==> src/rtl/mem_stage_pkg.sv <==
// rtl/mem_stage_pkg.sv - shared widths, stall constants, exception codes and bus field offsets for mem_stage
package mem_stage_pkg;

  localparam int EX_TO_MEM_WD = 229;
  localparam int MEM_TO_WB_WD = 136;  // 32+1+32+1+32+1+5+32
  localparam int STALL_W      = 6;

  localparam logic STOP    = 1'b1;
  localparam logic NO_STOP = 1'b0;
  localparam int   STALL_MEM = 3;
  localparam int   STALL_WB  = 4;

  localparam logic [4:0] EXC_NONE = 5'h00;
  localparam logic [4:0] EXC_ADEL = 5'h04;
  localparam logic [4:0] EXC_ADES = 5'h05;
  localparam logic [4:0] EXC_SYS  = 5'h08;
  localparam logic [4:0] EXC_BP   = 5'h09;
  localparam logic [4:0] EXC_RI   = 5'h0a;
  localparam logic [4:0] EXC_OV   = 5'h0c;
  localparam logic [4:0] EXC_ERET = 5'h0e;

  // EX->MEM field offsets, ex_result at the bottom up to badvaddr; [228:224] spare
  localparam int EX_RESULT_LSB  = 0;
  localparam int EX_WADDR_LSB   = 32;
  localparam int EX_RF_WE_BIT   = 37;
  localparam int EX_PC_LSB      = 38;
  localparam int EX_LO_WE_BIT   = 70;
  localparam int EX_LO_LSB      = 71;
  localparam int EX_HI_WE_BIT   = 103;
  localparam int EX_HI_LSB      = 104;
  localparam int EX_SEL_RF_BIT  = 136;
  localparam int EX_RAM_SEL_LSB = 137;
  localparam int EX_LB_BIT      = 141;
  localparam int EX_LBU_BIT     = 142;
  localparam int EX_LH_BIT      = 143;
  localparam int EX_LHU_BIT     = 144;
  localparam int EX_CP0_WE_BIT  = 145;
  localparam int EX_CP0_ADR_LSB = 146;
  localparam int EX_CP0_SEL_LSB = 151;
  localparam int EX_CP0_DAT_LSB = 154;
  localparam int EX_EXC_LSB     = 186;
  localparam int EX_DS_BIT      = 191;
  localparam int EX_BADV_LSB    = 192;
  localparam int EX_RSVD_LSB    = 224;

  // MEM->WB field offsets
  localparam int WB_WDATA_LSB = 0;
  localparam int WB_WADDR_LSB = 32;
  localparam int WB_RF_WE_BIT = 37;
  localparam int WB_PC_LSB    = 38;
  localparam int WB_LO_WE_BIT = 70;
  localparam int WB_LO_LSB    = 71;
  localparam int WB_HI_WE_BIT = 103;
  localparam int WB_HI_LSB    = 104;

  typedef enum logic {
    ST_HELD  = 1'b0,
    ST_FRESH = 1'b1
  } mem_state_e;

endpackage

==> src/rtl/mem_stage_load_ext.sv <==
// rtl/mem_stage_load_ext.sv - byte/half/word extraction and sign/zero extension of load data
module load_ext
  import mem_stage_pkg::*;
(
  input  logic [31:0] raw_i,
  input  logic [3:0]  sel_i,
  input  logic        inst_lb_i,
  input  logic        inst_lbu_i,
  input  logic        inst_lh_i,
  input  logic        inst_lhu_i,
  output logic [31:0] result_o
);

  logic [7:0]  byte_v;
  logic [15:0] half_v;
  logic        byte_ok;
  logic        half_ok;

  always_comb begin
    byte_v  = 8'h00;
    byte_ok = 1'b1;
    case (sel_i)
      4'b0001: byte_v = raw_i[7:0];
      4'b0010: byte_v = raw_i[15:8];
      4'b0100: byte_v = raw_i[23:16];
      4'b1000: byte_v = raw_i[31:24];
      default: byte_ok = 1'b0;
    endcase
  end

  always_comb begin
    half_v  = 16'h0000;
    half_ok = 1'b1;
    case (sel_i)
      4'b0011: half_v = raw_i[15:0];
      4'b1100: half_v = raw_i[31:16];
      default: half_ok = 1'b0;
    endcase
  end

  always_comb begin
    result_o = raw_i;
    if (inst_lb_i || inst_lbu_i) begin
      result_o = !byte_ok ? 32'h0 :
                 {{24{inst_lb_i & byte_v[7]}}, byte_v};
    end else if (inst_lh_i || inst_lhu_i) begin
      result_o = !half_ok ? 32'h0 :
                 {{16{inst_lh_i & half_v[15]}}, half_v};
    end
  end

endmodule

==> src/rtl/mem_stage.sv <==
// rtl/mem_stage.sv - MEM pipeline stage: bus register, load data hold/extract, exception squash and report
// Optional HI/LO forwarding outputs enabled by MEM_HILO_FWD_EN.
module mem_stage
  import mem_stage_pkg::*;
(
  input  logic                    clk,
  input  logic                    resetn,
  input  logic                    flush,
  input  logic [STALL_W-1:0]      stall,
  input  logic [EX_TO_MEM_WD-1:0] ex_to_mem_bus,
  input  logic [31:0]             data_sram_rdata,
  output logic [MEM_TO_WB_WD-1:0] mem_to_wb_bus,
  output logic                    mem_to_id_we,
  output logic [4:0]              mem_to_id_waddr,
  output logic [31:0]             mem_to_id_wdata,
  output logic                    mem_hi_we,
  output logic                    mem_lo_we,
  output logic [31:0]             mem_hi_wdata,
  output logic [31:0]             mem_lo_wdata,
  output logic                    excp_valid,
  output logic [4:0]              excp_type,
  output logic [31:0]             excp_epc,
  output logic [31:0]             excp_badvaddr,
  output logic                    excp_bd,
  output logic                    cp0_we,
  output logic [4:0]              cp0_waddr,
  output logic [2:0]              cp0_wsel,
  output logic [31:0]             cp0_wdata
);

  logic [EX_TO_MEM_WD-1:0] bus_q, bus_d;
  mem_state_e              state_q, state_d;
  logic [31:0]             hold_q, hold_d;

  always_comb begin
    bus_d   = bus_q;
    state_d = ST_HELD;
    if (flush) begin
      bus_d = '0;
    end else if (stall[STALL_MEM] == NO_STOP) begin
      bus_d = ex_to_mem_bus;
      if (ex_to_mem_bus != '0) state_d = ST_FRESH;
    end else if (stall[STALL_WB] == NO_STOP) begin
      bus_d = '0;
    end
  end

  // SRAM data is only valid in the first cycle; keep it for the rest of a stall
  always_comb begin
    hold_d = hold_q;
    if (state_q == ST_FRESH) hold_d = data_sram_rdata;
  end

  always_ff @(posedge clk or negedge resetn) begin
    if (!resetn) begin
      bus_q   <= '0;
      state_q <= ST_HELD;
      hold_q  <= '0;
    end else begin
      bus_q   <= bus_d;
      state_q <= state_d;
      hold_q  <= hold_d;
    end
  end

  logic        fresh;
  logic        exc;
  logic [31:0] raw;
  logic [31:0] ext;
  logic [31:0] pc;
  logic [31:0] rf_wdata;
  logic        rf_we_s, hi_we_s, lo_we_s;

  assign fresh = (state_q == ST_FRESH);
  assign exc   = (bus_q[EX_EXC_LSB +: 5] != EXC_NONE);
  assign raw   = fresh ? data_sram_rdata : hold_q;
  assign pc    = bus_q[EX_PC_LSB +: 32];

  load_ext u_load_ext (
    .raw_i      (raw),
    .sel_i      (bus_q[EX_RAM_SEL_LSB +: 4]),
    .inst_lb_i  (bus_q[EX_LB_BIT]),
    .inst_lbu_i (bus_q[EX_LBU_BIT]),
    .inst_lh_i  (bus_q[EX_LH_BIT]),
    .inst_lhu_i (bus_q[EX_LHU_BIT]),
    .result_o   (ext)
  );

  assign rf_wdata = bus_q[EX_SEL_RF_BIT] ? ext : bus_q[EX_RESULT_LSB +: 32];
  assign rf_we_s  = bus_q[EX_RF_WE_BIT] & ~exc;
  assign hi_we_s  = bus_q[EX_HI_WE_BIT] & ~exc;
  assign lo_we_s  = bus_q[EX_LO_WE_BIT] & ~exc;

  assign mem_to_wb_bus = {bus_q[EX_HI_LSB +: 32], hi_we_s,
                          bus_q[EX_LO_LSB +: 32], lo_we_s,
                          pc, rf_we_s, bus_q[EX_WADDR_LSB +: 5], rf_wdata};

  assign mem_to_id_we    = rf_we_s;
  assign mem_to_id_waddr = bus_q[EX_WADDR_LSB +: 5];
  assign mem_to_id_wdata = rf_wdata;

`ifdef MEM_HILO_FWD_EN
  assign mem_hi_we    = hi_we_s;
  assign mem_lo_we    = lo_we_s;
  assign mem_hi_wdata = bus_q[EX_HI_LSB +: 32];
  assign mem_lo_wdata = bus_q[EX_LO_LSB +: 32];
`else
  assign mem_hi_we    = 1'b0;
  assign mem_lo_we    = 1'b0;
  assign mem_hi_wdata = 32'h0;
  assign mem_lo_wdata = 32'h0;
`endif

  // Reported and committed only in the first cycle so stalls cannot repeat them
  assign excp_valid    = fresh & exc;
  assign excp_type     = bus_q[EX_EXC_LSB +: 5];
  assign excp_bd       = bus_q[EX_DS_BIT];
  assign excp_epc      = bus_q[EX_DS_BIT] ? pc - 32'd4 : pc;
  assign excp_badvaddr = bus_q[EX_BADV_LSB +: 32];

  assign cp0_we    = fresh & bus_q[EX_CP0_WE_BIT] & ~exc;
  assign cp0_waddr = bus_q[EX_CP0_ADR_LSB +: 5];
  assign cp0_wsel  = bus_q[EX_CP0_SEL_LSB +: 3];
  assign cp0_wdata = bus_q[EX_CP0_DAT_LSB +: 32];

  logic unused_bits;
  assign unused_bits = ^{stall[2:0], stall[5], bus_q[EX_TO_MEM_WD-1:EX_RSVD_LSB]};

endmodule
==> config.mk <==
export PLATFORM = sky130hd
export DESIGN_NAME = mem_stage
export DESIGN_NICKNAME = d
export VERILOG_FILES = /design/src/rtl/mem_stage_pkg.sv /design/src/rtl/mem_stage_load_ext.sv /design/src/rtl/mem_stage.sv
export SDC_FILE = /design/constraint.sdc
export NUM_CORES = 1
export LEC_CHECK = 0
export ABC_AREA = 1
export BUFFER_PORTS_ARGS = -buffer_cell sky130_fd_sc_hd__buf_2
export CORE_AREA = 2 2 239 241
export DETAILED_ROUTE_END_ITERATION = 8
export DIE_AREA = 0 0 241 243
export GPL_TIMING_DRIVEN = 0
export PLACE_DENSITY = 0.61
export SLEW_MARGIN = 20
export SYNTH_ARGS = -nofsm -noshare
export SYNTH_HDL_FRONTEND = slang
export SYNTH_SLANG_ARGS = --single-unit
==> constraint.sdc <==
create_clock -name clk -period 2.2 [get_ports clk]
set_input_delay 0.33 -clock clk [delete_from_list [all_inputs] [get_ports clk]]
set_output_delay 0.33 -clock clk [all_outputs]
set_load 0.005 [all_outputs]
# Yosys cells after proc, flatten, opt, wreduce, memory -nomap -nowiden
# Index checks and enable logic that the tools add are counted.
totals:
  input_bits: 270
  out_inout_bits: 352
  reg_bits: 257
  word_cells: 43
op_classes:
  muxes: 17
  n_addsub: 1
  bitwise: 9
  n_reduce_logical: 6
  n_eq_ne: 7
op_table:
  columns: ["op", "n"]
  rows:
  - ["224-bit 2-to-1 mux", 3]
  - ["229-bit nonzero test", 1]
  - ["32-bit 2-to-1 mux", 7]
  - ["16-bit case mux with 2 select lines", 1]
  - ["8-bit case mux with 4 select lines", 1]
  - ["32-bit by 3-bit subtractor with 32-bit output (second input constant)", 1]
  - ["1-bit AND", 8]
  - ["4-bit by 2-bit == test with 1-bit output (second input constant)", 2]
  - ["4-bit == test (second input constant)", 2]
  - ["1-bit 2-to-1 mux", 5]
  - ["5-bit nonzero test", 1]
  - ["4-bit by 1-bit == test with 1-bit output (second input constant)", 1]
  - ["4-bit by 3-bit == test with 1-bit output (second input constant)", 1]
  - ["4-bit OR reduction", 1]
  - ["3-bit inequality test (second input constant)", 1]
  - ["1-bit logical OR", 2]
  - ["2-bit OR reduction", 1]
  - ["1-bit inverter", 1]

# Longest topological paths before layout
logic_depth:
  depth_word: 7
  ltp_mapped: 13
  ltp_nobuf: 11

# Modules after synthesis
# From an unflattened synthesis, not the netlist that was laid out.
unflattened:
  hier_cells: 2006
  area_unflattened_um2: 15290.9
modules_own_cells:
  columns: ["module", "n_inst", "seq_area_each_um2", "area_per_inst_um2", "cells_each"]
  rows:
  - ["mem_stage", 1, 6431.2, 14178.6, 1770]
  - ["load_ext", 1, 0.0, 1112.3, 236]

# Least setup slack after synthesis
# No wires, ideal clock.
synth_path:
  path_kind: "register to output"
  start: "register bus_q[143]"
  end: "output port mem_to_wb_bus[5]"
  t_arrival_ns: 1.489
  path_stages_with_launch: 10
  n_path_buf: 2
  slack_ns: 0.381
  required_ns: 1.870
  path_cell_list: "dfrtp_1 nor2_2 inv_2 nand2_2 buf_6 nand2_1 nand2_1 a21oi_1 a21oi_1 buf_4"
synth_via:
  elab_chain_cells: 4
synth_lines:
  columns: ["element", "line_no", "text"]
  rows:
  - ["start, declared", "mem_stage.sv:31", "logic [EX_TO_MEM_WD-1:0] bus_q, bus_d;"]
  - ["start signal, assigned", "mem_stage.sv:60", "bus_q <= bus_d;"]
  - ["1-bit logical OR", "mem_stage_load_ext.sv:46", "end else if (inst_lh_i || inst_lhu_i) begin"]
  - ["32-bit 2-to-1 mux", "mem_stage_load_ext.sv:46", null]
  - ["32-bit 2-to-1 mux", "mem_stage_load_ext.sv:43", "if (inst_lb_i || inst_lbu_i) begin"]
  - ["32-bit 2-to-1 mux", "mem_stage.sv:89", "assign rf_wdata = bus_q[EX_SEL_RF_BIT] ? ext : bus_q[EX_RESULT_LSB +: 32];"]
  - ["end, declared", "mem_stage.sv:12", "output logic [MEM_TO_WB_WD-1:0] mem_to_wb_bus,"]
# No other way between the ends.

# Final worst setup path
layout_path:
  start: "register state_q, in the netlist fresh"
  end: "output port mem_to_wb_bus[13]"
layout_via:
  elab_chain_cells: 6
  word_cells_on_any_way: 9
  classes_between: "mux: 8; bitwise: 1"
layout_lines:
  columns: ["element", "line_no", "text"]
  rows:
  - ["start, declared", "mem_stage.sv:32", "mem_state_e state_q, state_d;"]
  - ["start signal, assigned", "mem_stage.sv:61", "state_q <= state_d;"]
  - ["32-bit 2-to-1 mux *", null, null]
  - ["8-bit case mux with 4 select lines / 16-bit case mux with 2 select lines (equally long branches)", "mem_stage_load_ext.sv:22, mem_stage_load_ext.sv:34", null]
  - ["1-bit AND / 32-bit 2-to-1 mux (equally long branches)", "mem_stage_load_ext.sv:45, mem_stage_load_ext.sv:47", null]
  - ["32-bit 2-to-1 mux, on equally long branches", "mem_stage_load_ext.sv:44, mem_stage_load_ext.sv:46", null]
  - ["32-bit 2-to-1 mux *", "mem_stage_load_ext.sv:43", null]
  - ["32-bit 2-to-1 mux *", "mem_stage.sv:89", null]
# Mark *: on every way between the ends. The rest lies on a longest branch, timed or not.

==> flow_summary.ini <==
[outcome]
status = complete, but fails checks
violations = setup timing

[critical_path]
crit_path_start_kind = flop
reg2reg_depth = 5
path_class = reg -> out
required_ns = 1.87
crit_fanout = 8
worstPathArrival_ns = 2.37
cp-startpoint = fresh
crit_end = mem_to_wb_bus[13]
reg2reg_slack_ns = 0.59
crit_path_frequent_cell = buf_6
max_stage_delay_ns = 0.44
cp_cell_sequence = buf_6, o21ai_4, inv_2, nor2_2, nor2_2, nand2_2, nand2_8, buf_12, a21oi_4, buf_6, buf_6
r2r_end = hold_q[10]
critical_path.endpoint_type = output pin
slowest_stage = dfrtp_2
r2r_start = fresh

[clocking]
cts-root-buf = clkbuf_16
cts_tree = yes
numCtsBuffers = 29
cts.sinks = 257
insertion_delay_ns = 0.57
cts.htree.levels = 1
cts_buffer_depth = 3
clkTransAtPathRegs_ns = 0.06

[sta]
fin_crit_ns = 2.70
fin_hold_ws_ns = 0.0328
timing.slew.headroom_pct = 40.0
setup_viol = 89
slew_violations = 0
tns_ns = -35.19
fin_crit_sh_pct = 123
fmax_mhz = 370
setup_slack_ns = -0.504
finalHoldViolations = 0
rsz0062_at_grt = true
worst_pin_slew_ns = 0.900
skew_ns = 0.00398

[yosys]
synth_cell_type_count = 32
synth_area_per_cell_um2 = 7.55
muxShareOfSynthArea_pct = 0
synth-compound-area-share_pct = 11.0
synth_xor_area_share_pct = 1.57
synthSimpleGateAreaFrac_pct = 16.2
ys_warn_count = 0
synth_top_family_by_area = buffers and inverters
synth_seq_cells = 257
netlist_area_um2 = 15100
synthAdderAreaFrac_pct = 0.0829
ys_seq_area_share_pct = 42.6
netlist_instances = 1999

[cells_and_area]
final_cells = 3595
drive_gt1_share_pct = 41.8
nets = 3087
fin_area_um2 = 22900
area_growth_pct = 51.9

[route]
ant_nets = 0
detail_route.wl_per_cell_um = 15.9
vias = 14952
route.detailed.drc = 0
totalWireLength_um = 57200
drt_pass1_iterations = 6
first_iter_violations = 826
vias_per_cell = 4.16

[floorplanning]
ioPinCount = 622
core_um2 = 56000
die_area_um2 = 58600
initial_core_util_pct = 27.0
die_w_um = 241
die_y_um = 243
rows = 87

[grt]
grt_max_degree = 93
grt_pass1_vias = 14940
grt.total_usage_pct = 18.7
globalRouteOverflowTotal = 0
grt_pass1_wl_um = 85400
antenna_found_initial = 2

[placement]
dp.cells = 3373
gp_congestion = 0.971
post-place-ws_ns = -0.709
hpwl_um = 43300
place_area_um2 = 19100
io_buffers = 551

[power_and_ir_drop]
p_leak_uw = 0.0128
vdd_ir_drop_max_mv = 0.553
powerDensity_nw_per_um2 = 580

[min_path]
hp-class = in -> reg

[job]
maxCapViolCount = 0
layout make-up:
| type | count | area [um^2] |
|---|---|---|
| fill | 5737 | 33000 |
| sequential | 257 | 6440 |
| multi-input combinational | 973 | 5450 |
| timing repair buffer | 723 | 4690 |
| buffer | 358 | 2620 |
| inverter | 474 | 1780 |
| tap | 756 | 946 |
| clock buffer | 44 | 902 |
| clock inverter | 8 | 100 |
| antenna | 2 | 5.00 |
flip-flops by register name, summed over array words and instances, names as in the netlist:
register	flops
bus_q	224
fresh	1
hold_q	32
synthesized netlist by cell type, drive strengths merged:
library cell / number / share of area [%]
a21oi: 33 / 1.1
a32o: 1 / 0.066
buf: 329 / 16
clkbuf: 31 / 0.77
conb: 1 / 0.025
dfrtp: 257 / 43
ha: 1 / 0.083
inv: 474 / 12
nand2: 352 / 8.9
nand3: 53 / 1.8
nand3b: 1 / 0.050
nand4: 8 / 0.33
nor2: 181 / 4.7
nor3: 9 / 0.33
nor3b: 1 / 0.050
nor4: 1 / 0.041
o21ai: 14 / 0.54
o22ai: 224 / 9.3
or2: 1 / 0.041
xor2: 27 / 1.6
worst max-delay path: cells and delay by family, from the launching register on:
kind            cells  cell delay, ns
buf+inv             5            0.56
flops               1            0.44
compound gates      2            0.40
simple gates        4            0.40
worst min-delay path by stage:
stage,startpoint,end,cells past startpoint
2_1_floorplan,resetn,bus_q[0],0
4_1_cts,ex_to_mem_bus[183],bus_q[183],3
3_5_place_dp,resetn,bus_q[134],1
6_report,ex_to_mem_bus[28],bus_q[28],3
3_3_place_gp,hold_q[3],hold_q[3],2
5_1_grt,ex_to_mem_bus[28],bus_q[28],3
routing by layer:
layer	global-route usage (%)	vias up	wire length, um
met5	0	-	15
met4	6.06	2	2040
met3	3.70	94	3420
met2	33.2	483	28700
met1	22.5	6977	23100
li1	-	7396	-
timing repair:
item,CTS,global route
resized for setup,241,82
gates cloned,5,0
buffers inserted,31,16
pin swaps,76,63
hold buffers,121,0
endpoints found under the setup margin,142,94
hold endpoints to repair,204,0
power by group:
part,total (uW),switching [uW],internal (uW)
logic,3020,1570,1450
clock network,5110,2070,3040
registers,5170,174,5000
total,13300,3820,9490
cells by family after synthesis:
logic type	count (synthesis)
buffers and inverters	834
and+or+nand+nor	607
AOI/OAI and AO/OA	272
DFF	257
xor gates and xnor gates	27
adders and majority gates	1
other	1
layout by cell type (no fill, tap or decap), drive strengths merged:
cell type and n:
nand3b 1, inv 475, dfrtp 257, nand3 53
nor3b 1, buf 930, clkinv 4, a21oi 33
conb 66, xor2 27, nand4 8, nor4 1
bufinv 2, clkinvlp 1, dlygate4sd3 121, or2 1
ha 1, nor2 181, o21ai 14, nor3 9
a32o 1, o22ai 224, nand2 352, clkbuf 74
diode 2
metrics by stage:
stage | power, uW | util [%]
2_1_floorplan | 6540 | -
3_3_place_gp | 7640 | 34.0
3_5_place_dp | 7670 | 34.1
4_1_cts | 13300 | 40.2
5_1_grt | 13900 | 41.0
6_report | 13300 | 41.0
(Power assumes the default switching activity.)
